==> config.mk <==
export PLATFORM = sky130hd
export DESIGN_NAME = sirv_debug_rom_arb
export DESIGN_NICKNAME = d
export VERILOG_FILES = /design/src/rtl/sirv_debug_rom_arb.sv
export SDC_FILE = /design/constraint.sdc
export NUM_CORES = 1
export LEC_CHECK = 0
export BUFFER_PORTS_ARGS = -buffer_cell sky130_fd_sc_hd__buf_4
export CORE_MARGIN = 5
export CORE_UTILIZATION = 40
export CTS_BUF_LIST = sky130_fd_sc_hd__clkbuf_2 sky130_fd_sc_hd__clkbuf_4 sky130_fd_sc_hd__clkbuf_8
export DETAILED_ROUTE_END_ITERATION = 7
export PLACE_DENSITY = 0.76
export SETUP_SLACK_MARGIN = 0.02
export SYNTH_ARGS = -nofsm -noshare
export SYNTH_HDL_FRONTEND = slang
export SYNTH_SLANG_ARGS = --single-unit
==> constraint.sdc <==
create_clock -name clock -period 2.9 [get_ports clock]
set_clock_uncertainty 0.05 [all_clocks]
set_input_delay 0.58 -clock clock [delete_from_list [all_inputs] [get_ports clock]]
set_output_delay 0.58 -clock clock [all_outputs]
set_load 0.1 [all_outputs]
==> src/rtl/sirv_debug_rom_arb.sv <==
// Two-port arbiter and one-cycle-latency responder in front of the 29-word debug ROM.
// Define SIRV_DEBUG_ROM_ARB_RR_EN to get round-robin arbitration; the default is fixed priority, i0 > i1.
module sirv_debug_rom_arb #(
  parameter int ROM_WORDS = 29
) (
  input  logic        clock,
  input  logic        reset,
  input  logic        i0_icb_cmd_valid,
  output logic        i0_icb_cmd_ready,
  input  logic [6:0]  i0_icb_cmd_addr,
  input  logic        i0_icb_cmd_read,
  output logic        i0_icb_rsp_valid,
  input  logic        i0_icb_rsp_ready,
  output logic [31:0] i0_icb_rsp_rdata,
  output logic        i0_icb_rsp_err,
  input  logic        i1_icb_cmd_valid,
  output logic        i1_icb_cmd_ready,
  input  logic [6:0]  i1_icb_cmd_addr,
  input  logic        i1_icb_cmd_read,
  output logic        i1_icb_rsp_valid,
  input  logic        i1_icb_rsp_ready,
  output logic [31:0] i1_icb_rsp_rdata,
  output logic        i1_icb_rsp_err,
  output logic [4:0]  rom_addr,
  input  logic [31:0] rom_dout,
  output logic        arb_busy
);

  typedef enum logic {IDLE, RSP} state_t;

  localparam logic [5:0] ROM_LIMIT = 6'(ROM_WORDS);

  state_t      state, state_nxt;
  logic        owner;
  logic [31:0] rdata_q;
  logic        err_q;
  logic        grant0, grant1;
  logic        rsp_pending, rsp_hsk, cmd_open, cmd_hsk;
  logic [6:0]  sel_addr;
  logic        sel_read, sel_bad;

`ifdef SIRV_DEBUG_ROM_ARB_RR_EN
  // rr_ptr is the last-granted port; on a tie the other port wins.
  logic rr_ptr;

  assign grant0 = i0_icb_cmd_valid & (~i1_icb_cmd_valid | rr_ptr);
  assign grant1 = i1_icb_cmd_valid & (~i0_icb_cmd_valid | ~rr_ptr);

  always_ff @(posedge clock or posedge reset) begin
    if (reset) rr_ptr <= 1'b1;
    else if (cmd_hsk) rr_ptr <= grant1;
  end
`else
  assign grant0 = i0_icb_cmd_valid;
  assign grant1 = i1_icb_cmd_valid & ~i0_icb_cmd_valid;
`endif

  assign rsp_pending = (state == RSP);
  assign rsp_hsk     = rsp_pending & (owner ? i1_icb_rsp_ready : i0_icb_rsp_ready);
  // A response retiring this cycle frees the slot, allowing back-to-back transactions.
  assign cmd_open    = ~rsp_pending | rsp_hsk;

  assign i0_icb_cmd_ready = grant0 & cmd_open;
  assign i1_icb_cmd_ready = grant1 & cmd_open;
  assign cmd_hsk          = i0_icb_cmd_ready | i1_icb_cmd_ready;

  assign sel_addr = grant1 ? i1_icb_cmd_addr : i0_icb_cmd_addr;
  assign sel_read = grant1 ? i1_icb_cmd_read : i0_icb_cmd_read;
  assign sel_bad  = ~sel_read | (|sel_addr[1:0]) | ({1'b0, sel_addr[6:2]} >= ROM_LIMIT);
  assign rom_addr = (grant0 | grant1) ? sel_addr[6:2] : 5'd0;

  always_ff @(posedge clock or posedge reset) begin
    if (reset) state <= IDLE;
    else       state <= state_nxt;
  end

  always_comb begin
    state_nxt = state;
    case (state)
      IDLE: if (cmd_hsk) state_nxt = RSP;
      RSP:  if (rsp_hsk && !cmd_hsk) state_nxt = IDLE;
      default: state_nxt = IDLE;
    endcase
  end

  always_ff @(posedge clock or posedge reset) begin
    if (reset) begin
      owner   <= 1'b0;
      rdata_q <= 32'd0;
      err_q   <= 1'b0;
    end else if (cmd_hsk) begin
      owner   <= grant1;
      rdata_q <= sel_bad ? 32'd0 : rom_dout;
      err_q   <= sel_bad;
    end
  end

  assign i0_icb_rsp_valid = rsp_pending & ~owner;
  assign i1_icb_rsp_valid = rsp_pending & owner;
  assign i0_icb_rsp_rdata = rdata_q;
  assign i1_icb_rsp_rdata = rdata_q;
  assign i0_icb_rsp_err   = err_q;
  assign i1_icb_rsp_err   = err_q;
  assign arb_busy         = rsp_pending | cmd_hsk;

endmodule

# Word-level counts from Yosys, hierarchy flattened
# Index checks and enable logic that the tools add are counted.
dict set report totals {
  register_bits 35
  input_bits 54
  output_inout_bits 76
  wordCells 32
}
dict set report op_classes {
  n_lt_le_gt_ge 1
  n_mux 8
  bitwise 16
  n_reduce_logical 3
}
# operator n
set op_table {}
lappend op_table {{2-to-1 mux 32 bit} 1}
lappend op_table {{2-to-1 mux 7 bit} 1}
lappend op_table {{bitwise AND 1 bit} 6}
lappend op_table {{bitwise OR 1 bit} 6}
lappend op_table {{>= comparator 5 bit (second input constant)} 1}
lappend op_table {{2-to-1 mux 5 bit} 1}
lappend op_table {{2-to-1 mux 1 bit} 4}
lappend op_table {{inverter 1 bit} 4}
lappend op_table {{case mux 1 bit (2 select lines)} 1}
lappend op_table {{OR reduction 2 bit} 1}
lappend op_table {{logical AND 1 bit} 1}
lappend op_table {{logical NOT 1 bit} 1}

# Depth between registers and ports, before layout
dict set report logic_depth {
  word_depth 9
  mapped_depth 7
  ltp_nobuf 4
}

# Worst setup path after synthesis
# No wires, ideal clock.
dict set report synth_path {
  kind {input to output}
  startpoint {input i0_icb_cmd_valid}
  endpoint {output rom_addr[2]}
  arrival_time_ns 1.689
  required_time_ns 2.270
  slack_ns 0.581
  path_stages 4
  path_buffers 2
  path_cell_list {buf_6 nor2b_1 buf_4 a22o_1}
}
dict set report synth_via {
  elab_chain_len 4
  word_cells_on_any_way 5
  classes_between {mux: 2; bitwise: 3}
}
# item line_no
set synth_rtl {}
lappend synth_rtl {{start, declared} 8} ;# input logic i0_icb_cmd_valid,
lappend synth_rtl {{inverter 1 bit} 55} ;# assign grant1 = i1_icb_cmd_valid & ~i0_icb_cmd_valid;
lappend synth_rtl {{bitwise AND 1 bit} 55}
lappend synth_rtl {{2-to-1 mux 7 bit or bitwise OR 1 bit (tied branches)} {67, 70}}
lappend synth_rtl {{2-to-1 mux 5 bit *} 70} ;# assign rom_addr = (grant0 | grant1) ? sel_addr[6:2] : 5'd0;
lappend synth_rtl {{end, declared} 24} ;# output logic [4:0] rom_addr,
# Mark *: on every way between the ends. The rest lies on a longest branch, timed or not.

# Worst setup path after layout
dict set report layout_path {
  startpoint {input i0_icb_cmd_valid}
  endpoint {output rom_addr[3]}
}
# The elaborated chain is that of the path after synthesis.

==> flow_summary.html <==
<table>
<tr><th>Metric</th><th>Value</th></tr>
<tr><th colspan="2">STA</th></tr>
<tr><td>Worst slew margin relative to its limit</td><td>between 30% and 40%</td></tr>
<tr><td>Number of hold violations in the final report</td><td>0</td></tr>
<tr><td>Final-report max-slew violation count</td><td>0</td></tr>
<tr><td>Sum of negative setup slack</td><td>0 ns</td></tr>
<tr><td>Final setup slack of the worst path</td><td>~0.62 ns</td></tr>
<tr><td>Setup repair after global routing missed its margin</td><td>false</td></tr>
<tr><td>Maximum frequency from static timing analysis</td><td>about 0.44 GHz</td></tr>
<tr><td>Worst Max-Slew Pin Slew</td><td>around 1.0 ns</td></tr>
<tr><td>Number of endpoints failing setup at the final stage</td><td>0</td></tr>
<tr><td>Post-route clock period utilization</td><td>between 70% and 80%</td></tr>
<tr><td>Final min period</td><td>about 2.3 ns</td></tr>
<tr><th colspan="2">Worst setup path</th></tr>
<tr><td>Critical path launch point type</td><td>input pin</td></tr>
<tr><td>Top delay family on crit path</td><td>buffers and inverters</td></tr>
<tr><td>Bufs and invs on worst path</td><td>2</td></tr>
<tr><td>Most Frequent Cell on Critical Path</td><td>buf_4</td></tr>
<tr><td>Setup slack of the worst register-to-register path</td><td>1.27 ns</td></tr>
<tr><td>Critical path peak fanout</td><td>10</td></tr>
<tr><td>Total number of cells along the worst setup path</td><td>4</td></tr>
<tr><td>Arrival time reported for the critical path endpoint</td><td>~1.7 ns</td></tr>
<tr><td>CP Capture Type</td><td>output pin</td></tr>
<tr><td>Delay contributed by the slowest stage of the critical path</td><td>around 0.42 ns</td></tr>
<tr><td>Reg2reg path depth</td><td>4</td></tr>
<tr><td>Critical-path cell with the highest stage delay</td><td>nor2b_1</td></tr>
<tr><td>Required time of the worst setup path</td><td>approximately 2.3 ns</td></tr>
<tr><td>Critical Path, Cell by Cell</td><td>buf_4, nor2b_1, a22o_1, buf_4</td></tr>
<tr><td>Worst Path Class, Setup</td><td>in2out</td></tr>
<tr><th colspan="2">Clocking</th></tr>
<tr><td>Root buffer selected by CTS</td><td>clkbuf_8</td></tr>
<tr><td>Clock latency on the worst-skew pair</td><td>between 0.2 and 0.3 ns</td></tr>
<tr><td>Worst-path clk slew</td><td>0.06 ns</td></tr>
<tr><td>Buffer count from post-CTS setup fixing</td><td>0</td></tr>
<tr><td>Clock sink count</td><td>35</td></tr>
<tr><td>Number of levels in the clock H-tree</td><td>2</td></tr>
<tr><td>Max clock buf depth</td><td>2</td></tr>
<tr><td>TritonCTS clock tree</td><td>built</td></tr>
<tr><td>CTS Hold Bufs</td><td>0</td></tr>
<tr><td>CTS Buf Count</td><td>5</td></tr>
<tr><td>Post-cts sizing count</td><td>0</td></tr>
<tr><th colspan="2">Routing</th></tr>
<tr><td>Routed length per instance</td><td>about 15 µm</td></tr>
<tr><td>Final Routed Wirelength</td><td>4763 µm</td></tr>
<tr><td>DRT antenna net count</td><td>0</td></tr>
<tr><td>Vias per std cell</td><td>between 4 and 5</td></tr>
<tr><td>Total iterations of the first detailed-routing run</td><td>4</td></tr>
<tr><td>Total via count after detailed routing</td><td>about 1600</td></tr>
<tr><td>DRC marker count from the first detailed-route iteration</td><td>79</td></tr>
<tr><td>Residual DRC count</td><td>0</td></tr>
<tr><th colspan="2">GRT</th></tr>
<tr><td>Via count of the first global-routing pass</td><td>between 1500 and 2000</td></tr>
<tr><td>First-pass GRT wire length</td><td>7645 µm</td></tr>
<tr><td>Gr usage total</td><td>between 15 and 20%</td></tr>
<tr><td>Largest net degree at the start of global routing</td><td>34</td></tr>
<tr><td>Total global routing overflow</td><td>0</td></tr>
<tr><td>Initial antenna violation count</td><td>0</td></tr>
<tr><th colspan="2">Die</th></tr>
<tr><td>Number of top-level pins</td><td>130</td></tr>
<tr><td>Placement row count</td><td>25</td></tr>
<tr><td>Width of the die</td><td>78.73 µm</td></tr>
<tr><td>Die Y</td><td>about 79 µm</td></tr>
<tr><td>CORE AREA</td><td>around 4700 µm²</td></tr>
<tr><td>Area enclosed by the die boundary</td><td>6198 µm²</td></tr>
<tr><td>Starting utilization of the core area</td><td>around 41%</td></tr>
<tr><th colspan="2">Synthesis</th></tr>
<tr><td>Portion of the post-synthesis area used by sequential elements</td><td>between 40% and 50%</td></tr>
<tr><td>Summed instance area of the synthesized netlist</td><td>approximately 1900 µm²</td></tr>
<tr><td>Register bit total from synthesis</td><td>35</td></tr>
<tr><td>Post-Synthesis Net Count</td><td>about 230</td></tr>
<tr><td>Synthesis Warnings</td><td>0</td></tr>
<tr><td>Avg Synthesized Cell Area</td><td>11.05 µm²</td></tr>
<tr><td>Cells after Synth</td><td>approximately 170</td></tr>
<tr><td>Number of distinct standard cells referenced by the synthesized netlist</td><td>24</td></tr>
<tr><th colspan="2">Place</th></tr>
<tr><td>Post-place setup slack</td><td>between 0.6 and 0.7 ns</td></tr>
<tr><td>IO buf count</td><td>about 130</td></tr>
<tr><td>Weighted congestion at the end of routability-driven global placement</td><td>0.7373</td></tr>
<tr><td>Placed cell count</td><td>around 310</td></tr>
<tr><td>Placed wire-length estimate</td><td>3638 µm</td></tr>
<tr><th colspan="2">Run status</th></tr>
<tr><td>Status</td><td>finished clean</td></tr>
<tr><th colspan="2">Power and ir drop</th></tr>
<tr><td>Power per standard cell area</td><td>between 600 and 700 nW/µm²</td></tr>
<tr><td>Static power due to leakage</td><td>around 1.4 nW</td></tr>
<tr><td>Worst vdd rail ir drop</td><td>between 0.3 and 0.4 mV</td></tr>
<tr><th colspan="2">Layout</th></tr>
<tr><td>Fill cells</td><td>about 430</td></tr>
<tr><td>Net total in the final layout</td><td>between 300 and 400</td></tr>
<tr><td>Signed area change from the synthesized netlist to the final layout</td><td>42.52%</td></tr>
<tr><td>Share of final-layout standard cells stronger than drive strength 1</td><td>58.80%</td></tr>
<tr><td>Antenna Diode Count</td><td>0</td></tr>
<tr><td>Finished Layout Cells</td><td>around 320</td></tr>
<tr><th colspan="2">Run</th></tr>
<tr><td>Max-cap violations</td><td>0</td></tr>
<tr><th colspan="2">Min path</th></tr>
<tr><td>Worst min-delay path class</td><td>in2async</td></tr>
</table>
## synth_stat cells
master,number,area (µm²)
nand4_1,1,6.260
buf_2,2,10.01
and2b_2,1,8.760
o2bb2ai_2,11,165.2
and2_2,1,7.510
buf_4,35,262.8
a22o_1,5,43.79
o2bb2ai_1,21,183.9
nor2b_1,1,6.260
dfrtp_1,35,875.8
nand2_1,34,127.6
o21ai_2,1,8.760
o2111ai_1,2,17.52
nor2_1,4,15.01
mux2i_1,1,10.01
mux2_2,1,11.26
nand3_1,1,5.000
inv_1,1,3.750
or3_1,1,6.260
buf_6,7,78.83
and2_1,2,12.51
a21oi_2,1,8.760
o21a_2,1,8.760
a21oi_1,1,5.000
## path summary, 6_finish.rpt
check                                          start                    to
worst max-delay path                i0_icb_cmd_valid           rom_addr[3]
worst min-delay path                           reset   i0_icb_rsp_rdata[8]
worst max register to register                 owner  i0_icb_rsp_rdata[19]
worst min register to register  i0_icb_rsp_rdata[10]  i0_icb_rsp_rdata[10]
max in group asynchronous                      reset  i0_icb_rsp_rdata[19]
min in group clock              i0_icb_rsp_rdata[10]  i0_icb_rsp_rdata[10]
## worst register-to-register path, stage by stage (launching register included)
cell and delay [ns]:
dfrtp_1 0.40, mux2i_1 0.28, nand2_1 0.20, o21ai_4 0.41, o2bb2ai_1 0.21
## cell usage in the layout (no fill, tap or decap), drive strengths merged
cell type / n
a21oi: 2
a22o: 5
and2: 3
and2b: 1
buf: 132
clkbuf: 7
clkinv: 1
dfrtp: 35
inv: 1
mux2: 1
mux2i: 1
nand2: 34
nand3: 1
nand4: 1
nor2: 4
nor2b: 1
o2111ai: 2
o21a: 1
o21ai: 1
o2bb2ai: 32
or3: 1
## cell type report
class	count	area, µm²	area share [%]
timing repair buffer	132	991.0	36.80
clock buffer	7	83.83	3.113
inverter	1	3.754	0.1394
sequential	35	875.8	32.53
multi-input combinational	91	665.6	24.72
tap	54	67.56	2.509
clock inverter	1	5.005	0.1859
## report_power, final
group          switching [W]  leakage [nW]  internal [W]
clock               0.000156        0.0491      0.000187
combinational       0.000739         0.858      0.000203
sequential         0.0000340         0.471      0.000524
total               0.000928          1.38      0.000915
## stage by stage
step | area [µm²] | power, W | utilization, % | hold WS, ns
2_1_floorplan | 1889 | 0.001355 | - | 0.4607
3_3_place_gp | 2604 | 0.001509 | 55.87 | 0.4507
3_5_place_dp | 2604 | 0.001518 | 55.87 | 0.4557
4_1_cts | 2693 | 0.001869 | 57.77 | 0.3096
5_1_grt | 2693 | 0.001922 | 57.77 | 0.3459
6_report | 2693 | 0.001843 | 57.77 | 0.2957
## cells by family (layout without fill, tap and decap cells)
| group | count (synthesis) | after routing | share of synthesized area, % |
|---|---|---|---|
| flip-flops | 35 | 35 | 46.36 |
| AND/OR/NAND/NOR | 46 | 46 | 10.33 |
| multiplexers | 2 | 2 | 1.126 |
| AO/OA/AOI/OAI | 43 | 43 | 23.38 |
| buffers and inverters | 45 | 141 | 18.81 |
## routing by layer
metal,GRT usage [%],share of wire [%],up-vias
met5,0,0,-
met1,18.97,41,728
met2,25.21,48,85
met4,4.196,0.76,0
li1,-,-,762
met3,5.556,11,4
## state kept, by name, summed over array words and instances, names as in the netlist
register	cells
owner	1
i0_icb_rsp_err	1
rsp_pending	1
i0_icb_rsp_rdata	32
No activity file was read; power rests on OpenSTA's default activity.
